--- config.mk ---
export PLATFORM = sky130hd
export DESIGN_NAME = sdram_client_port
export DESIGN_NICKNAME = d
export VERILOG_FILES = /design/src/rtl/sdram_client_port.sv
export SDC_FILE = /design/constraint.sdc
export NUM_CORES = 1
export LEC_CHECK = 0
export CORE_UTILIZATION = 30
export DETAILED_ROUTE_END_ITERATION = 6
export SLEW_MARGIN = 15
export SYNTH_ARGS = -nofsm -noshare
export SYNTH_HDL_FRONTEND = slang
export SYNTH_SLANG_ARGS = --single-unit
export TNS_END_PERCENT = 30
--- constraint.sdc ---
create_clock -name i_Clk -period 5.05 [get_ports i_Clk]
set_input_delay 1.01 -clock i_Clk [delete_from_list [all_inputs] [get_ports i_Clk]]
set_output_delay 1.01 -clock i_Clk [all_outputs]
set_load 0.01 [all_outputs]
--- src/rtl/sdram_client_port.sv ---
// SDRAM client port: arbitrates one burst/write client against display scanout, which takes the backend only from IDLE.
// Optional macro SDRAM_CLIENT_PORT_FRAME_WRAP_EN makes burst addresses wrap at FRAME_WORDS.
module sdram_client_port #(
  parameter int READ_BURST_LENGTH = 8,
  parameter int FRAME_WORDS       = 96000
) (
  input  logic        i_Clk,
  input  logic        i_Rst_n,
  input  logic [1:0]  i_Command,
  input  logic [21:0] i_Data_Address,
  input  logic [31:0] i_Data_Write,
  output logic [31:0] o_Data_Read,
  output logic        o_Data_Read_Valid,
  output logic        o_Data_Write_Done,
  output logic        o_SDRAM_Requested,
  input  logic        i_SDRAM_Yield,
  input  logic        i_Display_Req,
  output logic        o_Display_Grant,
  output logic        o_Mem_Rd,
  output logic        o_Mem_Wr,
  output logic [21:0] o_Mem_Addr,
  output logic [31:0] o_Mem_Wdata,
  input  logic        i_Mem_Ready,
  input  logic        i_Mem_Rvalid,
  input  logic [31:0] i_Mem_Rdata
);

  localparam logic [1:0] CMD_READ  = 2'd1;
  localparam logic [1:0] CMD_WRITE = 2'd2;
  localparam logic [7:0] BURST     = 8'(READ_BURST_LENGTH);

  typedef enum logic [2:0] {
    S_IDLE, S_RD_ISSUE, S_RD_DRAIN, S_WR_ISSUE, S_WR_DONE, S_DISPLAY
  } state_t;

  state_t      state;
  logic [7:0]  issue_cnt;
  logic [7:0]  ret_cnt;
  logic [21:0] next_addr;
  logic        ret_hit;
  logic        ret_last;

`ifdef SDRAM_CLIENT_PORT_FRAME_WRAP_EN
  localparam logic [21:0] ADDR_LAST = 22'(FRAME_WORDS - 1);
  always_comb begin
    next_addr = (o_Mem_Addr == ADDR_LAST) ? 22'd0 : o_Mem_Addr + 22'd1;
  end
`else
  always_comb begin
    next_addr = o_Mem_Addr + 22'd1;
  end
`endif

  // Returns only count while a burst is open with words still owed.
  always_comb begin
    ret_hit  = ((state == S_RD_ISSUE) || (state == S_RD_DRAIN)) && i_Mem_Rvalid && (ret_cnt != 8'd0);
    ret_last = ret_hit && (ret_cnt == 8'd1);
  end

  always_ff @(posedge i_Clk or negedge i_Rst_n) begin
    if (!i_Rst_n) begin
      state             <= S_IDLE;
      issue_cnt         <= 8'd0;
      ret_cnt           <= 8'd0;
      o_Data_Read       <= 32'd0;
      o_Data_Read_Valid <= 1'b0;
      o_Data_Write_Done <= 1'b0;
      o_SDRAM_Requested <= 1'b0;
      o_Display_Grant   <= 1'b0;
      o_Mem_Rd          <= 1'b0;
      o_Mem_Wr          <= 1'b0;
      o_Mem_Addr        <= 22'd0;
      o_Mem_Wdata       <= 32'd0;
    end else begin
      o_Data_Read_Valid <= 1'b0;
      o_Data_Write_Done <= 1'b0;

      if (ret_hit) begin
        o_Data_Read       <= i_Mem_Rdata;
        o_Data_Read_Valid <= 1'b1;
        ret_cnt           <= ret_cnt - 8'd1;
      end

      case (state)
        S_IDLE: begin
          if (i_Display_Req) begin
            if (i_SDRAM_Yield) begin
              state             <= S_DISPLAY;
              o_Display_Grant   <= 1'b1;
              o_SDRAM_Requested <= 1'b0;
            end else begin
              o_SDRAM_Requested <= 1'b1;
            end
          end else if (o_SDRAM_Requested) begin
            o_SDRAM_Requested <= 1'b0;
          end else if (!o_Data_Read_Valid) begin
            // Holding off while the last read word is on the bus keeps a new burst from overlapping it.
            if (i_Command == CMD_READ) begin
              o_Mem_Addr <= i_Data_Address;
              issue_cnt  <= BURST;
              ret_cnt    <= BURST;
              o_Mem_Rd   <= 1'b1;
              state      <= S_RD_ISSUE;
            end else if (i_Command == CMD_WRITE) begin
              o_Mem_Addr  <= i_Data_Address;
              o_Mem_Wdata <= i_Data_Write;
              o_Mem_Wr    <= 1'b1;
              state       <= S_WR_ISSUE;
            end
          end
        end

        S_RD_ISSUE: begin
          if (i_Mem_Ready) begin
            o_Mem_Addr <= next_addr;
            issue_cnt  <= issue_cnt - 8'd1;
            if (issue_cnt == 8'd1) begin
              o_Mem_Rd <= 1'b0;
              state    <= S_RD_DRAIN;
            end
          end
        end

        S_RD_DRAIN: begin
          if ((ret_cnt == 8'd0) || ret_last) begin
            state <= S_IDLE;
          end
        end

        S_WR_ISSUE: begin
          if (i_Mem_Ready) begin
            o_Mem_Wr          <= 1'b0;
            o_Data_Write_Done <= 1'b1;
            state             <= S_WR_DONE;
          end
        end

        S_WR_DONE: begin
          state <= S_IDLE;
        end

        S_DISPLAY: begin
          if (!i_Display_Req) begin
            o_Display_Grant <= 1'b0;
            state           <= S_IDLE;
          end
        end

        default: begin
          state <= S_IDLE;
        end
      endcase
    end
  end

endmodule

==> Yosys cells after proc, flatten, opt, wreduce, memory -nomap -nowiden <==
Cells that the tools add are included.
{ "word_totals": {"rom_bits": 0, "register_bits": 111, "mem_bits_rw": 0, "input_bits": 94, "n_memories": 0, "latchBits": 0, "elab_cells": 117} }
{ "op_classes": {"reduce_logical": 18, "n_lt_le_gt_ge": 0, "shift": 0, "bitwise": 4, "mul": 0, "n_eq_ne": 26, "addsub": 3, "n_div": 0, "n_mux": 54} }
{ "op_table": {"columns": ["op", "count"], "rows": [
  ["$mux 22", 6],
  ["$mux 8", 11],
  ["$pmux 22 s2", 1],
  ["$mux 3", 11],
  ["$add 22x1->22 const B", 1],
  ["$ne 2x2->1 const B", 11],
  ["$mux 1", 20],
  ["$reduce_and 6->1", 3],
  ["$eq 8x1->1 const B", 2],
  ["$pmux 8 s2", 1],
  ["$sub 8x1->8 const B", 2],
  ["$pmux 3 s5", 1],
  ["$reduce_and 7->1", 2],
  ["$ne 3x3->1 const B", 4],
  ["$reduce_and 9->1", 1],
  ["$logic_not 8->1", 1],
  ["$reduce_bool 8->1", 1],
  ["$eq 3x2->1 const B", 2],
  ["$pmux 1 s2", 3],
  ["$reduce_bool 2->1", 3],
  ["$ne 2x1->1 const B", 2],
  ["$ne 4x4->1 const B", 1],
  ["$not 1->1", 4],
  ["$reduce_and 4->1", 1],
  ["other kinds (7)", 10]
]} }

==> Depth between registers and ports, before layout <==
Gate-level depths: netlist of run 1.
{ "logic_depth": {"depth_word": 10, "depth_mapped": 9, "ltp_nobuf": 8} }

==> Worst setup path before layout of run 1 <==
Ideal clock, no wire load.
{ "synth_timing": {"path_type": "input -> register", "from": "input port i_Display_Req", "to": "register o_Mem_Wdata[10]", "path_slack_ps": 2539, "arrival_ps": 2383, "t_required_ps": 4923, "stages": 5, "n_path_buf": 2, "cell_sequence": "clkbuf_1 > nor3_2 > nand4b_1 > clkbuf_1 > mux2_1"} }
{ "synth_via": {"elab_chain_cells": 2} }
{ "synth_lines": {"columns": ["element", "line", "source"], "rows": [
  ["start: declaration", "17", "input logic i_Display_Req,"],
  ["$not 1->1 (no source line)", null, null],
  ["$reduce_and 6->1 (no source line)", null, null],
  ["end signal: assignment", "106", "o_Mem_Wdata <= i_Data_Write;"],
  ["end: declaration", "22", "output logic [31:0] o_Mem_Wdata,"]
]} }
No other way between the ends.
A chain may end at the register's enable or synchronous reset.

==> Worst setup path after layout of run 1 <==
{ "layout_timing": {"from": "register state[0]", "to": "register ret_cnt[4]"} }
{ "layout_via": {"elab_chain_cells": 10, "elab_cells_between_ends": 12, "cone_classes": "eq/ne: 2; mux: 6; reduce/logical: 4"} }
{ "layout_lines": {"columns": ["element", "line", "source"], "rows": [
  ["start: declaration", "36", "state_t state;"],
  ["start signal: assignment", "62", "state <= S_IDLE;"],
  ["start signal: assignment", "88", "state <= S_DISPLAY;"],
  ["start signal: assignment", "103", "state <= S_RD_ISSUE;"],
  ["$eq 3x1->1 or $eq 3x2->1 (tied branches)", "56", "ret_hit = ((state == S_RD_ISSUE) || (state == S_RD_DRAIN)) && i_Mem_Rvalid && (ret_cnt != 8'd0);"],
  ["$logic_or 1x1->1", "56", null],
  ["$logic_and 1x1->1 (2 in series)", "56", null],
  ["$mux 8", "78", "if (ret_hit) begin"],
  ["$mux 8", "98", "if (i_Command == CMD_READ) begin"],
  ["$mux 8", "96", "end else if (!o_Data_Read_Valid) begin"],
  ["$mux 8", "94", "end else if (o_SDRAM_Requested) begin"],
  ["$mux 8", "86", "if (i_Display_Req) begin"],
  ["$mux 8 *", "84", "case (state)"],
  ["end signal: assignment", "81", "ret_cnt <= ret_cnt - 8'd1;"],
  ["end: declaration", "38", "logic [7:0] ret_cnt;"]
]} }
Every way passes the cells marked *; elsewhere a longest branch is shown, timed or not.

==> impl_metrics.yaml, run 1 <==
clock_tree:
  cts-htree-levels: 3
  clk_root_buffer_cell: "clkbuf_16"
  holdBufCountCts: 0
  cts-buffers-inserted: 9
  clk_pin_slew_ns: 0.08
  max-clock-path-buffers: 2
  cts_tree: "built"
  cts_resized: 0
  cts_num_sinks: 111
  clk_latency_ns: 0.35
  cts_setup_buffers: 0
die:
  io_pins: 186
  fp-row-count: 47
  die_area_um2: 17600
  die_w_um: 133
  core_um2: 16600
  die_y_um: 133
  start_util_pct: 30.8
worst_setup_path:
  cp_data_required_time_ns: 5.32
  crit_type: "reg -> reg"
  critPathLaunchType: "flip-flop"
  arrival_ns: 3.24
  cp_max_fo: 38
  end_kind: "flip-flop"
routing:
  routed_via_density: 4.83
  antenna_left: 0
  drtPass1Iterations: 4
  routed_wl_um: 13600
  top_layer_used: "met4"
  drt_iter0_drc: 244
  drc: 0
  wl_met1_um: 6030
  wl_per_cell_um: 14.8
  route.met3.wl_um: 968
  vias: 4427
  wl_met2_um: 6260
logic_synthesis:
  synth_cell_types: 57
  synth_top_family_by_area: "simple AND/OR/NAND/NOR gates"
  synth_compound_area_share_pct: 12.0
  synthTopCellsByCount: "nand2_1, dfrtp_1, a21oi_1"
  yosys.area_share.adder_pct: 1.95
  yosys.area_share.simple_pct: 19.2
  yosysWarnings: 0
  synth_area_um2: 5130
  synthesis.nets: 621
  synth_top_area_share_pct: 54.1
  synth_most_common_cell: "nand2_1"
  synth_area_leaders: "dfrtp_1, nand2_1, mux2_1"
  avgSynthCellArea_um2: 9.88
  synth_xor_area_share_pct: 1.37
  seq_area_frac_synth_pct: 54.1
  async_reset_ff_share_pct: 100
  muxShareOfSynthArea_pct: 7.63
  synth-edff-count: 0
  netlist_instances: 519
  synth_top_cell_by_area: "dfrtp_1"
  ys_ff_latch: 111
  synthFlopType: "dfrtp_1"
final_layout:
  stdcell_count: 917
  drive_above_1_share_pct: 5.74
  num_antenna_cells: 0
  areaGrowthSynthToFinish_pct: 46.1
  final.fill_count: 1507
  final_nets: 794
  fin_area_um2: 7500
pwr:
  power_density_nw_per_um2: 590
  power.share.clock_pct: 17.1
  comb_power_share_pct: 45.9
  netSwitchingFraction_pct: 37.8
  vdd_drop_max_uv: 246
  p_int_w: 0.00275
  p_leak_nw: 3.22
  p_sw_w: 0.00167
  seqPwrFrac_pct: 37.0
global_route:
  grt.total_usage_pct: 15.9
  grt_pass1_vias: 4447
  grt_pass1_wl_um: 22500
  antenna_found_initial: 0
  grt_max_degree: 81
  grt_overflow: 0
sta:
  setup_viol_count_final: 0
  slew_headroom_pct: 32.5
  clock.fmax_mhz: 336
  worstMarginPinSlew_ns: 1.01
  hold_viol_final: 0
  clock_skew_ns: 0.00893
  drv_slew: 0
  fin_crit_ns: 2.98
  rsz0062_at_grt: "no"
  fin_setup_tns_ns: 0
  fin_crit_sh_pct: 58.9
placed_design:
  dpl.hpwl_um: 9540
  place_inst: 901
  port_buffers: 185
  gp_congestion: 0.794
  placed_cell_area_um2: 7180
run:
  drv_cap: 0
hold_path:
  hold_class: "reg -> reg"
run_status:
  status: "finished, final reports clean"
routing by layer:
| metal | track usage (%) | vias up |
|---|---|---|
| met3 | 3.98 | 25 |
| met2 | 24.4 | 177 |
| met1 | 21.1 | 2085 |
| met4 | 7.28 | 0 |
| met5 | 0 | - |
| li1 | - | 2140 |
stage by stage:
| stage | total power [W] | utilization [%] | hold WS [ns] | worst slack (ns) |
|---|---|---|---|---|
| after floorplan | 0.00267 | - | 0.464 | 2.54 |
| after global placement | 0.00364 | 43.2 | 0.458 | 1.98 |
| after detailed placement | 0.00369 | 43.2 | 0.465 | 1.85 |
| after CTS | 0.00447 | 45.0 | 0.488 | 2.09 |
| after global routing | 0.00476 | 45.0 | 0.498 | 1.81 |
| final | 0.00442 | 45.0 | 0.479 | 2.07 |
cells by family after synthesis:
kind of cell               after synthesis
and+or+nand+nor                        217
DFF                                    111
AOI/OAI and AO/OA                       95
buffers and inverters                   45
muxes                                   35
xor gates and xnor gates                 8
adders and majority gates                8
worst max-delay path, stage by stage (launching register included):
cell,delay (ns)
dfrtp_1,0.32
buf_4,0.34
nor3b_2,0.22
buf_4,0.36
o221ai_2,0.15
buf_4,0.27
inv_2,0.51
nand2_1,0.24
nor3_1,0.23
mux2i_1,0.23
power by group through the flow:
stage | clock network [W] | logic [W] | registers, W
6_report | 0.000754 | 0.00203 | 0.00164
2_1_floorplan | 0 | 0.000935 | 0.00173
3_5_place_dp | 0 | 0.00205 | 0.00164
4_1_cts | 0.000774 | 0.00205 | 0.00164
3_3_place_gp | 0 | 0.00200 | 0.00164
5_1_grt | 0.000815 | 0.00224 | 0.00170
registers in the layout, summed over array words and instances, names as in the netlist:
| name | count |
|---|---|
| o_Mem_Wdata | 32 |
| o_Mem_Rd | 1 |
| o_Mem_Addr | 22 |
| issue_cnt | 8 |
| o_Data_Write_Done | 1 |
| state | 3 |
| o_Mem_Wr | 1 |
| o_Data_Read_Valid | 1 |
| o_Data_Read | 32 |
| ret_cnt | 8 |
| o_SDRAM_Requested | 1 |
| o_Display_Grant | 1 |
area by class of cell:
| class | instances | area (µm²) | area share, % |
|---|---|---|---|
| inverter | 15 | 56.3 | 0.751 |
| tap | 220 | 275 | 3.67 |
| sequential | 111 | 2780 | 37.0 |
| timing repair buffer | 192 | 1900 | 25.4 |
| clock buffer | 10 | 239 | 3.19 |
| multi-input combinational | 363 | 2170 | 29.0 |
| clock inverter | 6 | 73.8 | 0.985 |
path summary, 6_finish.rpt:
path	start	to	slack (ns)	cells after the start
max in group asynchronous	i_Rst_n	o_Mem_Addr[8]	3.21	2
min reg2reg	o_Data_Read[12]	o_Data_Read[12]	0.48	2
min in group asynchronous	i_Rst_n	o_Data_Read[23]	0.83	1
min	o_Data_Read[12]	o_Data_Read[12]	0.48	2
max	state[0]	ret_cnt[4]	2.07	9
max reg2reg	state[0]	ret_cnt[4]	2.07	9
placed cells by master, fill, tap and decap left out, drive strengths merged, types with 8 or more instances in the layout:
| cell | n |
|---|---|
| nand2 | 129 |
| a31oi | 8 |
| nand3 | 15 |
| mux2 | 33 |
| nor2 | 28 |
| clkdlybuf4s50 | 184 |
| nor3 | 9 |
| o21ai | 18 |
| inv | 18 |
| buf | 8 |
| dfrtp | 111 |
| a21oi | 31 |
| ha | 8 |
| clkbuf | 10 |
(Power assumes the default switching activity.)
==> inputs of run 2 (changes only) <==
==> constraint.sdc (replaced) <==
create_clock -name i_Clk -period 2.8 [get_ports i_Clk]
set_input_delay 0.56 -clock i_Clk [delete_from_list [all_inputs] [get_ports i_Clk]]
set_output_delay 0.56 -clock i_Clk [all_outputs]
set_load 0.01 [all_outputs]
==> run 2 against run 1 <==
Effect of this change:
- register-to-register slack got worse by 1.6 ns
- flip-flop and latch count unchanged
- sequential share of layout area decreased by 0.36 points
- setup slack got worse by 1.6 ns
- critical path type unchanged
- largest cell class unchanged
==> impl_metrics.yaml, run 2 (synthesized netlist as in run 1, its figures left out) <==
run_status:
  status: "finished, final reports clean"
clock_tree:
  cts_num_sinks: 111
  max-clock-path-buffers: 2
  cts_resized: 0
  clk_root_buffer_cell: "clkbuf_16"
  cts-buffers-inserted: 9
  clk_pin_slew_ns: 0.07
  cts-htree-levels: 3
  cts_tree: "built"
  clk_latency_ns: 0.36
  cts_setup_buffers: 0
  holdBufCountCts: 0
worst_setup_path:
  slowest_delay_ns: 0.60
  critPathLaunchType: "flip-flop"
  r2r-start: "state[1]"
  r2r_slack_ns: 0.45
  cp_max_fo: 38
  endpoint: "ret_cnt[4]"
  end_kind: "flip-flop"
  reg2regPathDepth: 6
  arrival_ns: 2.63
  crit_chain: "nor3b_1 -> o221ai_2 -> inv_2 -> nand2_1 -> nor3_1 -> mux2i_1"
  crit_type: "reg -> reg"
  r2r_end: "ret_cnt[4]"
  crit_slowest_cell: "dfrtp_1"
  cp_data_required_time_ns: 3.08
  startpoint: "state[1]"
placed_design:
  dpl.hpwl_um: 9650
  port_buffers: 185
  gp_congestion: 0.815
  placed_cell_area_um2: 7230
final_layout:
  final_nets: 797
  final_common_cell: "clkdlybuf4s50_1"
  fin_area_um2: 7570
  drive_above_1_share_pct: 6.14
  final.fill_count: 1552
  num_antenna_cells: 0
  areaGrowthSynthToFinish_pct: 47.6
  regArea_um2: 2780
  final_cell_mix: "clkdlybuf4s50_1, nand2_1, dfrtp_1, a21oi_1, mux2_1"
  multiInputGateArea_um2: 2170
  top_regs: "o_Data_Read (32), o_Mem_Wdata (32), o_Mem_Addr (22)"
sta:
  worstMarginPinSlew_ns: 0.622
  rsz0062_at_grt: "no"
  holdWs_ns: 0.191
  setup_viol_count_final: 0
  slew_headroom_pct: 58.5
  fin_setup_tns_ns: 0
  clock.fmax_mhz: 426
  drv_slew: 0
  hold_viol_final: 0
  clock_skew_ns: 0.0147
  fin_crit_sh_pct: 83.8
  fin_crit_ns: 2.35
routing:
  vias: 4418
  drt_iter0_drc: 209
  antenna_left: 0
  wl_per_cell_um: 14.6
  drtPass1Iterations: 4
  routed_via_density: 4.80
  routed_wl_um: 13500
  drc: 0
global_route:
  grt_overflow: 0
  grt_pass1_vias: 4559
  grt_pass1_wl_um: 22700
  grt.total_usage_pct: 16.0
  grt_max_degree: 41
  antenna_found_initial: 0
hold_path:
  hold_class: "in -> async"
pwr:
  total_power_w: 0.00807
  power_density_nw_per_um2: 1070
  vdd_drop_max_uv: 439
  p_leak_nw: 3.26
die:
  io_pins: 186
  core_um2: 16600
  start_util_pct: 30.8
  die_w_um: 133
  die_area_um2: 17600
  fp-row-count: 47
  die_y_um: 133
run:
  drv_cap: 0
run 2: cell types whose count changed in the layout (fill, tap and decap cells not counted):
cell        previous run  this run
buf_12                 0         2
buf_4                  8         9
bufinv_16              1         2
clkbuf_8               1         0
clkinv_8               0         1
clkinvlp_4             2         1
run 2: worst min path at each step:
stage | cells after the start | slack, ns | endpoint | start
after floorplan | 0 | 0.26 | issue_cnt[0] | i_Rst_n
after global placement | 2 | 0.46 | o_Data_Read[19] | o_Data_Read[19]
after detailed placement | 2 | 0.46 | o_Data_Read[16] | o_Data_Read[16]
after CTS | 1 | 0.20 | o_Data_Read[24] | i_Rst_n
after global routing | 1 | 0.22 | o_Data_Read_Valid | i_Rst_n
final | 1 | 0.19 | o_Data_Read[24] | i_Rst_n
run 2: report_power, final:
part | switching, W | leakage (nW) | internal (W)
Combinational | 0.00175 | 1.75 | 0.00192
Clock | 0.000626 | 0.161 | 0.000805
Sequential | 0.000638 | 1.35 | 0.00233
run 2: layout make-up:
class                           count  area share [%]
Inverter                           15           0.744
Timing Repair Buffer              195            25.8
Sequential cell                   111            36.7
Tap cell                          220            3.64
Multi-Input combinational cell    363            28.7
Clock inverter                      7            1.49
Clock buffer                        9            2.98
run 2: metal layers:
metal	vias to the layer above	track usage (%)	wire length, µm
met4	0	5.75	235
met1	2085	20.8	5980
met2	169	25.1	6220
met3	15	5.13	1020
li1	2149	-	-
met5	-	0	0
run 2: stage by stage:
step | util [%] | setup WS [ns] | cells
2_1_floorplan | - | 0.739 | 519
3_3_place_gp | 43.5 | 0.189 | 904
3_5_place_dp | 43.5 | 0.135 | 904
4_1_cts | 45.5 | 0.403 | 920
5_1_grt | 45.5 | 0.129 | 920
6_report | 45.5 | 0.453 | 920
run 2: worst max-delay path, delay by kind of cell, from the launching register on:
family / cells / cell delay, ns
multiplexers: 1 / 0.20
AND/OR/NAND/NOR: 3 / 0.85
buffers and inverters: 1 / 0.47
AO/OA/AOI/OAI: 1 / 0.16
flip-flops: 1 / 0.60
==> inputs of run 3 (changes only) <==
==> constraint.sdc (replaced) <==
create_clock -name i_Clk -period 2.12 [get_ports i_Clk]
set_input_delay 0.424 -clock i_Clk [delete_from_list [all_inputs] [get_ports i_Clk]]
set_output_delay 0.424 -clock i_Clk [all_outputs]
set_load 0.01 [all_outputs]
==> run 3 against run 2 <==
Effect of this change:
- critical path type is now in -> reg
- clock power is 18% higher
- via count up 1.4%
- power increased by 35%
- non-clock buffer count is 25 higher
- highest routed layer unchanged
==> impl_metrics.yaml, run 3 (synthesized netlist as in run 1, its figures left out) <==
run_status:
  status: "finished, final reports clean"
sta:
  fin_crit_ns: 2.04
  worstMarginPinSlew_ns: 0.477
  drv_slew: 0
  slew_headroom_pct: 68.2
  clock_skew_ns: 0.00809
  clock.fmax_mhz: 491
  setup_ws_ns: 0.0835
  fin_setup_tns_ns: 0
  holdWs_ns: 0.0350
  rsz0062_at_grt: "no"
  fin_crit_sh_pct: 96.1
  setup_viol_count_final: 0
  hold_viol_final: 0
final_layout:
  drive_above_1_share_pct: 9.82
  final_common_cell: "clkdlybuf4s50_1"
  num_antenna_cells: 0
  areaGrowthSynthToFinish_pct: 52.8
  final_nets: 822
  top_regs: "o_Data_Read (32), o_Mem_Wdata (32), o_Mem_Addr (22)"
  final_cell_mix: "clkdlybuf4s50_1, nand2_1, dfrtp_1, a21oi_1, mux2_1"
routing:
  antenna_left: 0
  routed_wl_um: 13700
  drtPass1Iterations: 4
  drc: 0
  wl_per_cell_um: 14.5
  vias: 4482
  drt_iter0_drc: 236
  routed_via_density: 4.75
placed_design:
  dpl.hpwl_um: 9960
  port_buffers: 185
  dp_slack_ns: -0.338
  gp_congestion: 0.823
global_route:
  grt_pass1_wl_um: 22900
  grt_overflow: 0
  grt_pass1_vias: 4597
  grt.total_usage_pct: 16.2
  grt_util_met2_pct: 26.0
  grt_busiest_layer: "met2"
  antenna_found_initial: 0
  grt_max_degree: 49
  use_met1_pct: 20.7
  grt_use_met3_pct: 3.83
clock_tree:
  clk_root_buffer_cell: "clkbuf_16"
  cts_tree: "built"
  clk_pin_slew_ns: 0.07
  cts-htree-levels: 3
  clk_latency_ns: 0.35
  max-clock-path-buffers: 2
  cts-buffers-inserted: 9
  cts_num_sinks: 111
die:
  start_util_pct: 30.8
  die_y_um: 133
  io_pins: 186
  core_um2: 16600
  die_area_um2: 17600
  fp-row-count: 47
  die_w_um: 133
pwr:
  netSwitchingFraction_pct: 36.7
  p_int_w: 0.00690
  p_leak_nw: 3.41
  vdd_drop_max_uv: 645
  power.share.clock_pct: 15.5
  comb_power_share_pct: 48.9
  seqPwrFrac_pct: 35.6
  p_sw_w: 0.00400
  power_density_nw_per_um2: 1390
worst_setup_path:
  critPathLaunchType: "primary input"
  crit_chain: "clkdlybuf4s50_1 -> ha_2 -> or4_4 -> o21ai_2 -> or4_1 -> a21oi_1 -> or3_1"
  r2r-start: "o_Mem_Addr[0]"
  end_kind: "flip-flop"
  arrival_ns: 2.27
  crit_slowest_cell: "or4_4"
  cp_data_required_time_ns: 2.35
  crit_type: "in -> reg"
  cp_max_fo: 3
  startpoint: "i_Command[0]"
  slowest_delay_ns: 0.53
hold_path:
  hold_class: "in -> async"
run:
  drv_cap: 0
[run 3: what timing repair did]
action / 4_1_cts / 5_1_grt
resized for setup: 0 / 11
setup buffers: 0 / 0
hold buffers: 0 / 0
setup endpoints to repair: 0 / 41
[run 3: worst max-delay path: cells and delay by family]
family                     cells  cell delay, ns
and+or+nand+nor                3            0.99
buffers and inverters          1            0.45
adders and majority gates      1            0.22
AOI/OAI and AO/OA              2            0.17
[run 3: power by group through the flow]
stage	sequential, W	combinational, W	clock [W]
2_1_floorplan	0.00412	0.00223	0
3_3_place_gp	0.00387	0.00517	0
3_5_place_dp	0.00389	0.00528	0
4_1_cts	0.00388	0.00528	0.00175
5_1_grt	0.00404	0.00586	0.00184
6_report	0.00388	0.00533	0.00169
[run 3: cell type report]
class	count	area (µm²)
clock buffers	11	243
well taps	220	275
flip-flops and latches	111	2780
clock inverters	3	43.8
multi-input cells	363	2200
inverters	15	58.8
repair buffers	220	2240
fillers	1542	8800
[run 3: metrics by stage]
step,std cells,util [%],cell area [µm²],total power [W]
4_1_cts,942,46.7,7770,0.0109
5_1_grt,943,47.1,7840,0.0117
3_3_place_gp,928,45.0,7490,0.00904
6_report,943,47.1,7840,0.0109
3_5_place_dp,928,45.0,7490,0.00917
2_1_floorplan,519,-,5130,0.00635
[run 3: worst paths after layout]
path | endpoint | slack, ns | cells after the start
worst max-delay path | state[0] | 0.08 | 7
worst min-delay path | o_Mem_Rd | 0.03 | 1
worst max register to register | o_Mem_Addr[17] | 0.15 | 5
worst min register to register | o_Data_Read[9] | 0.48 | 2
max in group asynchronous | state[0] | 1.46 | 2
min in group i_Clk | o_Data_Read[9] | 0.48 | 2
[run 3: per-layer routing]
layer,share of wire (%),up-vias
met4,2.2,0
met2,46,173
met1,44,2086
li1,-,2202
met3,7.6,21
met5,0,-
